File: config.mk
export PLATFORM = sky130hd
export DESIGN_NAME = mem_arb
export DESIGN_NICKNAME = d
export VERILOG_FILES = /design/src/rtl/mem_arb.sv
export SDC_FILE = /design/constraint.sdc
export NUM_CORES = 1
export LEC_CHECK = 0
export ABC_AREA = 1
export CAP_MARGIN = 20
export CORE_AREA = 2 2 117 119
export CTS_BUF_LIST = sky130_fd_sc_hd__clkbuf_4
export CTS_CLUSTER_DIAMETER = 50
export DETAILED_ROUTE_END_ITERATION = 7
export DIE_AREA = 0 0 119 121
export DONT_BUFFER_PORTS = 1
export GPL_TIMING_DRIVEN = 0
export RECOVER_POWER = 25
export SYNTH_ARGS = -nofsm -noshare
export SYNTH_HDL_FRONTEND = slang
export SYNTH_SLANG_ARGS = --single-unit
File: constraint.sdc
create_clock -name clk -period 2.9 [get_ports clk]
set_input_delay 0.58 -clock clk [delete_from_list [all_inputs] [get_ports clk]]
set_output_delay 0.58 -clock clk [all_outputs]
set_load 0.05 [all_outputs]
File: src/rtl/mem_arb.sv
// mem_arb -- two-port round-robin arbiter in front of a single memory port.
//
// Purpose: grants one of two requesters (p0 = CPU, p1 = debug/loader) access
// to memory, holds the granted request stable on mem_* until mem_ack or an
// 8-bit timeout, then pulses the owner's ack for one cycle.
//
// Ports:
//   clk, rst                       clock, synchronous active-high reset
//   p0_req/we/addr/wdata           CPU request in
//   p0_ack/rdata/err/wait          CPU completion, read data, timeout, stall
//   p1_req/we/addr/wdata           debug port request in
//   p1_ack/rdata/err               debug port completion, read data, timeout
//   mem_req/we/addr/wdata          memory request out
//   mem_rdata, mem_ack             memory response in
//   busy                           FSM not idle
module mem_arb (
   input  logic        clk,
   input  logic        rst,
   input  logic        p0_req,
   input  logic        p0_we,
   input  logic [31:0] p0_addr,
   input  logic [31:0] p0_wdata,
   output logic        p0_ack,
   output logic [31:0] p0_rdata,
   output logic        p0_err,
   output logic        p0_wait,
   input  logic        p1_req,
   input  logic        p1_we,
   input  logic [31:0] p1_addr,
   input  logic [31:0] p1_wdata,
   output logic        p1_ack,
   output logic [31:0] p1_rdata,
   output logic        p1_err,
   output logic        mem_req,
   output logic        mem_we,
   output logic [31:0] mem_addr,
   output logic [31:0] mem_wdata,
   input  logic [31:0] mem_rdata,
   input  logic        mem_ack,
   output logic        busy
);

   typedef enum logic [1:0] {IDLE, BUSY, DONE} state_t;

   localparam logic [31:0] TIMEOUT_DATA = 32'hDEAD_BEEF;

   state_t      r_state;
   logic        r_owner;   // 0 = p0, 1 = p1
   logic        r_last;    // port served most recently
   logic [7:0]  r_cnt;
   logic        r_mem_req, r_mem_we;
   logic [31:0] r_mem_addr, r_mem_wdata;
   logic        r_p0_ack, r_p1_ack, r_p0_err, r_p1_err;
   logic [31:0] r_p0_rdata, r_p1_rdata;

   logic        w_any_req;
   logic        w_gnt;     // winning port index

   assign w_any_req = p0_req | p1_req;
   // On a tie the port not served last wins; otherwise the lone requester.
   assign w_gnt = (p0_req & p1_req) ? ~r_last : p1_req;

   always_ff @(posedge clk) begin
      if (rst) begin
         r_state     <= IDLE;
         r_owner     <= 1'b0;
         r_last      <= 1'b1;
         r_cnt       <= 8'd0;
         r_mem_req   <= 1'b0;
         r_mem_we    <= 1'b0;
         r_mem_addr  <= 32'd0;
         r_mem_wdata <= 32'd0;
         r_p0_ack    <= 1'b0;
         r_p1_ack    <= 1'b0;
         r_p0_err    <= 1'b0;
         r_p1_err    <= 1'b0;
         r_p0_rdata  <= 32'd0;
         r_p1_rdata  <= 32'd0;
      end else begin
         case (r_state)
            IDLE: begin
               if (w_any_req) begin
                  r_state     <= BUSY;
                  r_owner     <= w_gnt;
                  r_cnt       <= 8'd0;
                  r_mem_req   <= 1'b1;
                  r_mem_we    <= w_gnt ? p1_we    : p0_we;
                  r_mem_addr  <= w_gnt ? p1_addr  : p0_addr;
                  r_mem_wdata <= w_gnt ? p1_wdata : p0_wdata;
               end
            end
            BUSY: begin
               // mem_ack takes priority over a simultaneous timeout.
               if (mem_ack || r_cnt == 8'hFF) begin
                  r_state   <= DONE;
                  r_mem_req <= 1'b0;
                  r_last    <= r_owner;
                  if (r_owner) begin
                     r_p1_ack   <= 1'b1;
                     r_p1_err   <= ~mem_ack;
                     r_p1_rdata <= mem_ack ? mem_rdata : TIMEOUT_DATA;
                  end else begin
                     r_p0_ack   <= 1'b1;
                     r_p0_err   <= ~mem_ack;
                     r_p0_rdata <= mem_ack ? mem_rdata : TIMEOUT_DATA;
                  end
               end else begin
                  r_cnt <= r_cnt + 8'd1;
               end
            end
            DONE: begin
               r_state  <= IDLE;
               r_p0_ack <= 1'b0;
               r_p1_ack <= 1'b0;
            end
            default: r_state <= IDLE;
         endcase
      end
   end

   assign busy      = (r_state != IDLE);
   assign mem_req   = r_mem_req;
   assign mem_we    = r_mem_we;
   assign mem_addr  = r_mem_addr;
   assign mem_wdata = r_mem_wdata;
   assign p0_ack    = r_p0_ack;
   assign p1_ack    = r_p1_ack;
   assign p0_err    = r_p0_err;
   assign p1_err    = r_p1_err;
   assign p0_rdata  = r_p0_rdata;
   assign p1_rdata  = r_p1_rdata;
   assign p0_wait   = p0_req & ~r_p0_ack;

endmodule

==> impl_metrics.csv <==
group,metric,value,unit
yosys,synth_area,6470,sq um
grt,antenna_violations_before_repair,0,
floorplan,initial_core_util,0.495,
critical_path,arrival,2960,ps
yosys,number_of_enable_flip_flop_cells_after_synthesis,0,
floorplan,placement_rows,42,
floorplan,fp.dieH,121,microns
yosys,ys_seq_elements,146,
timing,max_freq,0.402,GHz
final_layout,most_frequent_standard_cell_in_the_layout_excluding_fill_and_tap_cells,"sky130_fd_sc_hd__nand2_1",
final_layout,final_cell_mix,"sky130_fd_sc_hd__nand2_1 (223), sky130_fd_sc_hd__dfxtp_1 (146), sky130_fd_sc_hd__inv_1 (86)",
final_layout,area_growth_syn_to_layout,5.45,%
placement,dpl_worst_slack,1030,ps
yosys,postSynth.asyncResetShare,0,
pwr,powerDensity,672,nW/um^2
detailed_routing,route.detailed.drc,0,
yosys,syn_inst,843,
yosys,synth.yosys.seq_area_share,0.451,
min_path,min_path_type,"in -> reg",
clocking,buffer_count_from_post_cts_setup_fixing,0,
detailed_routing,via_count,5900,
grt,gr-total-overflow,0,
min_path,hold_path_depth,2,
yosys,syn_avg_cell_area,7.68,sq um
clocking,total_cts_buffers,17,
yosys,yosys_warn_count,0,
critical_path,cp.required,3370,ps
clocking,clock_insertion_delay_worst_skew,540,ps
yosys,syn-num-nets,1011,
detailed_routing,drt_pass1_iterations,5,
grt,global_route.usage.total,0.264,
timing,setup_clock_skew_after_layout,9.95,ps
critical_path,critical_path.endpoint_type,"flop",
pwr,leakage,2.69,nW
yosys,synth_ff_type,"sky130_fd_sc_hd__dfxtp_1",
clocking,clock_sinks,146,
detailed_routing,route.final.wire_length,19.5,mm
detailed_routing,detail_route.iter0.violations,311,
grt,grt_max_degree,17,
placement,port-buffer-count,0,
clocking,cts.hold.buffers_added,0,
clocking,cts_buffer_depth,2,
timing,timing.final.crit_share,0.859,
floorplan,coreArea,13100,sq um
detailed_routing,vias_per_cell,5.61,
timing,rsz_0062_raised_after_global_routing,"no",
clocking,cts.root.buffer_cell,"sky130_fd_sc_hd__clkbuf_4",
status,outcome,"finished clean",
placement,hpwlAfterDp,15.1,mm
final_layout,layout_cell_share_with_drive_strength_beyond_1,0.134,
grt,grt_pass1_wl,29.7,mm
timing,worst_pin_slew,876,ps
timing,timing_max_transition_violations_final,0,
critical_path,worst_r2r_path_depth,7,
final_layout,final_nets,1030,
grt,grt_pass1_vias,5735,
floorplan,ios,303,
clocking,clk_transition_reported_paths,110,ps
detailed_routing,route.antenna.remaining_nets,0,
timing,setup_viol,0,
timing,post-route-worst-setup-slack,410,ps
yosys,synth.lib_cells_used.distinct,26,
clocking,tritoncts,"built",
floorplan,die_x,119,microns
timing,sum_of_negative_setup_slack,0,ps
critical_path,timing_worst_setup_path_type,"reg -> reg",
timing,max-slew-margin-rel,0.414,
critical_path,critPathLaunchType,"flop",
timing,finalCriticalPeriod,2490,ps
detailed_routing,wl_per_cell,18.5,microns
timing,count_of_endpoints_failing_hold_in_the_final_timing_report,0,
clocking,post_cts_sizing_count,0,
run,number_of_max_capacitance_violations_reported,0,
floorplan,die_area,14400,sq um
critical_path,crit_path_max_fo,10,
placement,gpl.final_weighted_congestion,0.837,
pwr,highest_ir_drop_seen_on_vdd,346,uV
clocking,cts.htree.levels,4,
-- cell families after synthesis --
logic type,count (synthesis),share of synthesized area
and+or+nand+nor,322,0.228
DFF,146,0.451
AOI/OAI and AO/OA,212,0.206
adders and majority gates,1,0.00193
buffers and inverters,161,0.111
xor gates and xnor gates,1,0.00135
-- state kept, by name (all words and copies together), names as in the netlist --
name / cells
p0_err: 1
p0_ack: 1
mem_we: 1
r_cnt: 8
mem_addr: 32
p1_err: 1
r_owner: 1
p1_ack: 1
p1_rdata: 32
r_last: 1
r_state: 2
p0_rdata: 32
mem_req: 1
mem_wdata: 32
-- layer usage --
metal	vias to the layer above	GRT usage	wire, microns
met2	276	0.463	9830
met5	-	0	0
met1	2724	0.282	7100
met4	0	0.106	563
li1	2864	-	-
met3	36	0.108	1980
-- synth_stat cells (3+ instances only) --
cell type / count / area, sq um
sky130_fd_sc_hd__a21oi_2: 50 / 438
sky130_fd_sc_hd__inv_1: 86 / 323
sky130_fd_sc_hd__a21oi_1: 26 / 130
sky130_fd_sc_hd__nand2_1: 219 / 822
sky130_fd_sc_hd__nand2_2: 4 / 25.0
sky130_fd_sc_hd__clkbuf_1: 23 / 86.3
sky130_fd_sc_hd__nand3_1: 8 / 40.0
sky130_fd_sc_hd__a31oi_1: 65 / 407
sky130_fd_sc_hd__o21ai_0: 70 / 350
sky130_fd_sc_hd__nor2_1: 15 / 56.3
sky130_fd_sc_hd__nand4_1: 66 / 413
sky130_fd_sc_hd__buf_4: 9 / 67.6
sky130_fd_sc_hd__buf_2: 30 / 150
sky130_fd_sc_hd__buf_1: 4 / 15.0
sky130_fd_sc_hd__nor2_4: 3 / 33.8
sky130_fd_sc_hd__buf_6: 6 / 67.6
sky130_fd_sc_hd__inv_2: 3 / 11.3
sky130_fd_sc_hd__dfxtp_1: 146 / 2920
-- worst paths after layout --
path / startpoint / to / slack [ps]
worst max-delay path: r_state[1] / mem_wdata[14] / 410
worst min-delay path: p1_wdata[16] / mem_wdata[16] / 180
worst max register to register: r_state[1] / mem_wdata[14] / 410
worst min register to register: r_last / r_last / 520
-- area by class of cell --
cell class / count / area, sq um
diodes: 1 / 2.50
plain buffers: 72 / 338
clock buffers: 23 / 173
clock inverters: 9 / 88.8
fillers: 1334 / 6260
inverters: 89 / 334
multi-input cells: 536 / 2750
flip-flops and latches: 146 / 2920
well taps: 176 / 220
-- per-stage QoR --
step / util / hold slack, ps / instances / total power [mW] / area, sq um
after floorplan: - / 429 / 843 / 3.25 / 6470
after global placement: 0.512 / 456 / 1019 / 3.41 / 6690
after detailed placement: 0.512 / 503 / 1019 / 3.43 / 6690
after CTS: 0.532 / 135 / 1051 / 4.65 / 6960
after global routing: 0.522 / 152 / 1051 / 4.80 / 6820
final: 0.522 / 180 / 1052 / 4.59 / 6830
-- critical path, stage by stage (launching register included) --
cell                       delay [ps]
sky130_fd_sc_hd__dfxtp_1          360
sky130_fd_sc_hd__inv_1             90
sky130_fd_sc_hd__nand2_1          330
sky130_fd_sc_hd__nor2_1           670
sky130_fd_sc_hd__clkbuf_1         460
sky130_fd_sc_hd__buf_4            260
sky130_fd_sc_hd__o21ai_0           90
sky130_fd_sc_hd__a31oi_1          160
-- power breakdown --
part	internal [mW]	total [mW]	leakage (nW)	switching (mW)
registers	2.16	2.78	1.20	0.626
clock network	0.553	1.22	0.150	0.672
logic	0.184	0.582	1.34	0.398
total	2.89	4.59	2.69	1.70
Note: power is estimated with default switching activity, not from simulation.
